File: config.mk
export PLATFORM = sky130hd
export DESIGN_NAME = game_sequencer
export DESIGN_NICKNAME = d
export VERILOG_FILES = /design/src/rtl/game_sequencer.sv
export SDC_FILE = /design/constraint.sdc
export NUM_CORES = 1
export LEC_CHECK = 0
export BUFFER_PORTS_ARGS = -buffer_cell sky130_fd_sc_hd__buf_4
export CORE_AREA = 2 2 46 69
export DETAILED_ROUTE_END_ITERATION = 8
export DIE_AREA = 0 0 48 71
export GPL_ROUTABILITY_DRIVEN = 0
export PLACE_DENSITY = 0.75
export SETUP_SLACK_MARGIN = 0.05
export SLEW_MARGIN = 25
export SYNTH_ARGS = -nofsm -noshare
export SYNTH_HDL_FRONTEND = slang
export SYNTH_SLANG_ARGS = --single-unit
File: constraint.sdc
create_clock -name clk -period 4.5 [get_ports clk]
set_clock_uncertainty 0.2 [all_clocks]
set_input_delay 0.225 -clock clk [delete_from_list [all_inputs] [get_ports clk]]
set_output_delay 0.225 -clock clk [all_outputs]
set_load 0.005 [all_outputs]
File: src/rtl/game_sequencer.sv
// game_sequencer: three-stage memory game. The pattern is shown symbol by
// symbol on the LEDs, then the player must repeat it on the buttons before
// the idle timeout expires. Clearing stage 3 wins; a wrong press or a timeout
// loses.
//
//  state    | meaning
//  ---------+--------------------------------------------------
//  IDLE     | waiting for start after reset
//  SHOW_ON  | symbol[step] lit for SHOW_CYCLES cycles
//  SHOW_OFF | dark gap of GAP_CYCLES cycles after each symbol
//  INPUT    | waiting for the player to press symbol[step]
//  WIN      | stage 3 completed, held until start
//  LOSE     | wrong press or timeout, held until start
module game_sequencer #(
    parameter int SHOW_CYCLES    = 4,
    parameter int GAP_CYCLES     = 2,
    parameter int TIMEOUT_CYCLES = 16
) (
    input  logic       clk,
    input  logic       rstgame,
    input  logic       start,
    input  logic [3:0] button,
    input  logic [1:0] data1,
    input  logic [1:0] data2,
    input  logic [1:0] data3,
    output logic       stage1,
    output logic       stage2,
    output logic       stage3,
    output logic [3:0] led,
    output logic [1:0] step,
    output logic       busy,
    output logic       win,
    output logic       lose
);

    if (SHOW_CYCLES < 1 || SHOW_CYCLES > 255 ||
        GAP_CYCLES < 1 || GAP_CYCLES > 255 ||
        TIMEOUT_CYCLES < 1 || TIMEOUT_CYCLES > 255) begin : g_param_check
        $error("game_sequencer: cycle parameters must lie in 1..255");
    end

    localparam logic [7:0] SHOW_LAST    = 8'(SHOW_CYCLES - 1);
    localparam logic [7:0] GAP_LAST     = 8'(GAP_CYCLES - 1);
    localparam logic [7:0] TIMEOUT_LAST = 8'(TIMEOUT_CYCLES - 1);

    typedef enum logic [2:0] {
        IDLE,
        SHOW_ON,
        SHOW_OFF,
        INPUT,
        WIN,
        LOSE
    } state_t;

    state_t     state;
    logic [2:0] stage;
    logic [7:0] cnt;
    logic [3:0] btn_q;
    logic [1:0] exp_sym;
    logic [3:0] exp_onehot;
    logic [1:0] last_step;
    logic       press;

    assign stage1 = stage[0];
    assign stage2 = stage[1];
    assign stage3 = stage[2];

    // Expected symbol for the current step, and the final step index of the stage.
    always_comb begin
        exp_sym = data3;
        case (step)
            2'd0:    exp_sym = data1;
            2'd1:    exp_sym = data2;
            default: exp_sym = data3;
        endcase
        last_step = 2'd2;
        if (stage[0])
            last_step = 2'd0;
        else if (stage[1])
            last_step = 2'd1;
    end

    assign exp_onehot = 4'b0001 << exp_sym;
    assign press      = (button != 4'b0000) && (btn_q == 4'b0000);

    // LED is decoded from the registered state but takes the symbol live from
    // the pattern source, which may re-select its data when the stage changes.
    always_comb begin
        led = 4'b0000;
        if (state == SHOW_ON)
            led = exp_onehot;
    end

    // Main sequencer: state, stage, step, counter, registered button and flags.
    always_ff @(posedge clk) begin
        if (rstgame) begin
            state <= IDLE;
            stage <= 3'b001;
            step  <= 2'd0;
            cnt   <= 8'd0;
            btn_q <= 4'b0000;
            busy  <= 1'b0;
            win   <= 1'b0;
            lose  <= 1'b0;
        end else begin
            btn_q <= button;
            case (state)
                IDLE, WIN, LOSE: begin
                    if (start) begin
                        state <= SHOW_ON;
                        stage <= 3'b001;
                        step  <= 2'd0;
                        cnt   <= 8'd0;
                        busy  <= 1'b1;
                        win   <= 1'b0;
                        lose  <= 1'b0;
                    end
                end
                SHOW_ON: begin
                    if (cnt == SHOW_LAST) begin
                        state <= SHOW_OFF;
                        cnt   <= 8'd0;
                    end else begin
                        cnt <= cnt + 8'd1;
                    end
                end
                SHOW_OFF: begin
                    if (cnt == GAP_LAST) begin
                        cnt <= 8'd0;
                        if (step == last_step) begin
                            step  <= 2'd0;
                            state <= INPUT;
                        end else begin
                            step  <= step + 2'd1;
                            state <= SHOW_ON;
                        end
                    end else begin
                        cnt <= cnt + 8'd1;
                    end
                end
                INPUT: begin
                    // A press in the expiry cycle still counts as a press.
                    if (press) begin
                        if (button != exp_onehot) begin
                            state <= LOSE;
                            busy  <= 1'b0;
                            lose  <= 1'b1;
                        end else if (step != last_step) begin
                            step <= step + 2'd1;
                            cnt  <= 8'd0;
                        end else if (stage[2]) begin
                            state <= WIN;
                            busy  <= 1'b0;
                            win   <= 1'b1;
                        end else begin
                            stage <= {stage[1:0], 1'b0};
                            step  <= 2'd0;
                            cnt   <= 8'd0;
                            state <= SHOW_ON;
                        end
                    end else if (cnt == TIMEOUT_LAST) begin
                        state <= LOSE;
                        busy  <= 1'b0;
                        lose  <= 1'b1;
                    end else begin
                        cnt <= cnt + 8'd1;
                    end
                end
                default: begin
                    state <= IDLE;
                    busy  <= 1'b0;
                end
            endcase
        end
    end

endmodule

**Yosys cells after proc, flatten, opt, wreduce, memory -nomap -nowiden**

Cells that the tools add are included.

- $add $sub $neg: 2
- Multiply operators: 0
- Divide/modulo/power cells: 0
- Magnitude comparators: 0
- Equal/unequal tests: 28
- Shifts and indexed selects: 1
- Multiplexer cells: 53
- Bitwise operators: 1
- Reductions and logical operators: 18

Operator list:

| operator | number |
|---|---|
| $mux 8 | 8 |
| $mux 3 | 12 |
| $pmux 8 s4 | 1 |
| $mux 2 | 10 |
| $reduce_and 5->1 | 4 |
| $reduce_and 6->1 | 3 |
| $ne 3x3->1 const B | 5 |
| $mux 1 | 14 |
| $ne 2x2->1 const B | 7 |
| $ne 4x4->1 const B | 3 |
| $pmux 3 s4 | 1 |
| $add 8x1->8 const B | 1 |
| $eq 8x1->1 const B | 1 |
| $eq 8x2->1 const B | 1 |
| $eq 8x4->1 const B | 1 |
| $reduce_bool 4->1 | 2 |
| $eq 3x2->1 const B | 2 |
| $eq 3x3->1 const B | 2 |
| $pmux 2 s3 | 1 |
| $pmux 3 s2 | 1 |
| $logic_not 4->1 | 1 |
| $mux 4 | 1 |
| $ne 4x4->1 | 1 |
| $pmux 1 s2 | 2 |
| other kinds (18) | 18 |

- Flip-flop bits (word level): 23
- Latch bits: 0
- Bits in writable memories: 0
- Memory bits (read-only): 0
- Output and inout bits: 12
- Memories kept: 0

**Longest topological paths before layout**

- Word-level depth: 7
- Mapped depth: 8
- Gate-level depth less buffers: 8

**Worst setup path after synthesis**

No wires, ideal clock.

- Path type: register -> register
- From: register step[0]
- To: register state[1]
- Data arrival time: 2.538 ns
- Required time: 4.216 ns
- Slack: 1.677 ns
- Stages on the path, launching flop included: 9
- Path buffers: 0
- Cells stage by stage: dfxtp_1 > inv_1 > ha_1 > a22o_1 > or4b_4 > a2111oi_4 > o21ai_2 > o311a_4 > o31ai_2

- Longest elaborated chain between the ends: 7
- Elaborated cells on any way between the ends: 14

RTL lines:

| what | RTL line | text |
|---|---|---|
| start: declaration | 30 | `output logic [1:0] step,` |
| start signal: assignment | 134 | `step <= step + 2'd1;` |
| start signal: assignment | 149 | `step <= step + 2'd1;` |
| $eq 2x1->1 / $logic_not 2->1 (equally long branches) | 71 | `case (step)` |
| $pmux 2 s2 | 71 |  |
| $shl 1x2->4 | 83 | `assign exp_onehot = 4'b0001 << exp_sym;` |
| $ne 4x4->1 | 144 | `if (button != exp_onehot) begin` |
| $mux 3 | 144 |  |
| $mux 3 | 143 | `if (press) begin` |
| $pmux 3 s4 | 107 | `case (state)` |
| end signal: assignment | 110 | `state <= SHOW_ON;` |
| end signal: assignment | 145 | `state <= LOSE;` |
| end signal: assignment | 152 | `state <= WIN;` |
| end: declaration | 55 | `state_t state;` |

Parallel ways exist; a longest one is shown, timed or not. The select of a mux whose other input is x is not followed.
A chain may end at the register's enable or synchronous reset.

**Worst setup path in the final report**

- From: register step[0]
- To: register cnt[7]

- Longest elaborated chain between the ends: 6
- Elaborated cells on any way between the ends: 13

RTL lines:

| what | RTL line | text |
|---|---|---|
| $eq 2x1->1 / $logic_not 2->1 (equally long branches) | 71 |  |
| $pmux 2 s2 | 71 |  |
| $shl 1x2->4 | 83 |  |
| $ne 4x4->1 | 144 |  |
| $ne 3x3->1 (no line) | - |  |
| $reduce_and 5->1 (no line) | - |  |
| end signal: assignment | 124 | `cnt <= cnt + 8'd1;` |
| end signal: assignment | 138 | `cnt <= cnt + 8'd1;` |
| end signal: assignment | 166 | `cnt <= cnt + 8'd1;` |
| end: declaration | 57 | `logic [7:0] cnt;` |

Parallel ways exist; a longest one is shown, timed or not. The select of a mux whose other input is x is not followed.

==> impl_metrics.toml <==
[layout]
final_util_pct = 60.1
drive_gt1_share_pct = 20.5
n_antenna_cell = 0
areaGrowthSynthToFinish_pct = 17.5
fin_nets = 213
n_fill_cell = 273
final_common_cell = "buf_4"
mostFrequentLayoutCells = "24 x buf_4, 23 x dfxtp_1, 18 x nand2_1"

[detailed_routing]
drtAntennaViolNets = 0
wl_per_cell_um = 15.8
wl_um = 3700
num_vias = 1414
drt-pass1-iter-count = 4
drc = 0
drt_iter0_drc = 42
avgViaCountPerCell = 6.04

[clock_network]
htree_levels = 1
cts_tree = "yes"
cts_setup_buffers = 0
clock_sinks = 23
clk-insertion-delay-late_ps = 280
cts_buffers = 3
clk_pin_slew_ps = 90
clockBufferDepth = 2
cts_hold_buf = 0
cts_resized = 0
cts-root-buf = "clkbuf_8"

[global_routing]
grt_pass1_wl_um = 5800
grtUsageTotal_pct = 23.4
grt_max_degree = 21
antenna_found_initial = 0
overflow = 0
grt_pass1_vias = 1324

[yosys]
synth_seq_cells = 23
yosys.area.top_type = "dfxtp_1"
synth-edff-count = 0
netlist_instances = 172
synthArstFlopShare_pct = 0
yosysSeqAreaShare_pct = 31.6
netlist.area_leader.share_pct = 31.6
synth.distinct_cells = 47
yosys-top-cells-area = "dfxtp_1 32%, nand2_1 4.6%, a311oi_1 4.2%, a21oi_1 3.8%, nor2_1 3.6%"
synth_flop_cell = "dfxtp_1"
syn_area_per_cell_sq_um = 8.48
yosys_warnings = 0
syn-num-nets = 189
synth_area_sq_um = 1460

[timing]
maxSlewViolCount = 0
finalHoldViolCount = 0
min_period_ps = 3120
final-setup-viol-count = 0
period_share_pct = 69.3
fin_tns_setup_ps = 0
slew_headroom_pct = 60.6
rsz0062_at_grt = "no"
worstMarginPinSlew_ps = 586
timing.fmax_ghz = 0.321

[power]
p_per_area_nw_per_um2 = 393
leakagePower_nw = 0.664
ir_worst_vdd_mv = 0.254

[placed_design]
place_hpwl_um = 2800
portBuffers = 24

[worst_setup_path]
path_max_fanout = 8
end_kind = "flip-flop"
cp-start-kind = "flip-flop"
path_class = "flip-flop to flip-flop"
cp.arrival_ps = 3060
required_ps = 4450

[floorplan]
initial_utilization_pct = 51.1
pin_count = 25
die_area_sq_um = 3410
std_cell_rows = 24
die_x_um = 48
die_height_um = 71
core-area_sq_um = 2850

[worst_hold_path]
hold_class = "input port to flip-flop"

[run_status]
outcome = "finished clean"

[flow_run]
max_cap_viol_count = 0
stage by stage:
step	area [sq um]	total power, mW	instances	setup WS, ps	hold slack [ps]
final	1710	0.674	234	1380	18.1
after global routing	1710	0.712	234	1220	33.0
after CTS	1710	0.671	234	1390	21.0
after detailed placement	1670	0.539	230	1410	270
after global placement	1670	0.530	230	1540	268
after floorplan	1460	0.460	172	1680	153
worst max-delay path, cell delays in order, from the launching register on:
cell       delay [ps]
dfxtp_1           460
inv_1              70
ha_1              240
nor3b_1           500
o21ai_0           240
a2111oi_4         530
o211ai_1          210
a31oi_4           370
a311oi_1          160
synthesized netlist by cell type (all sizes together) (3+ instances only):
cell type	count
a21oi	11
a31oi	4
nand2b	4
nor2b	6
or3b	3
ha	4
dfxtp	23
nor4	4
and2	3
o21ai	7
nand3	6
nor3b	3
mux2i	4
clkbuf	5
nor2	14
a311oi	7
inv	6
o211ai	4
and3	6
nand2	18
cell families after synthesis:
group,count (synthesis),share of synthesized area (%)
mux,4,2.74
compound gates,55,31.6
simple gates,75,27.8
buf+inv,11,2.83
flops,23,31.6
fa+ha+maj,4,3.43
power breakdown:
group          internal (mW)  switching [mW]
Clock                 0.0635          0.0703
Combinational          0.116           0.163
Sequential             0.227          0.0348
cell type report:
class / instances / area, sq um / share of cell area, %
Clock buffer: 4 / 45.0 / 2.63
Inverter: 6 / 22.5 / 1.31
Multi-Input combinational cell: 138 / 957 / 55.8
Sequential cell: 23 / 460 / 26.9
Tap cell: 39 / 48.8 / 2.85
Timing Repair Buffer: 24 / 180 / 10.5
per-layer routing:
layer  GRT usage, %  up-vias  routed length, um
li1               -      702                  -
met1           26.8      660               1560
met2           38.5       41               1850
met3           3.57       11                136
met4           13.5        0                153
met5              0        -                  0
state kept, by name (all words and copies together), names as in the netlist:
name	flops
btn_q	4
busy	1
cnt	8
lose	1
stage	3
state	3
step	2
win	1
final timing paths:
path	from	end	slack (ps)	cells after the start
min	button[2]	btn_q[2]	20	2
max reg2reg	step[0]	cnt[7]	1380	8
min reg2reg	win	win	300	1
max	step[0]	cnt[7]	1380	8
Power figures use the tool's default switching activity.
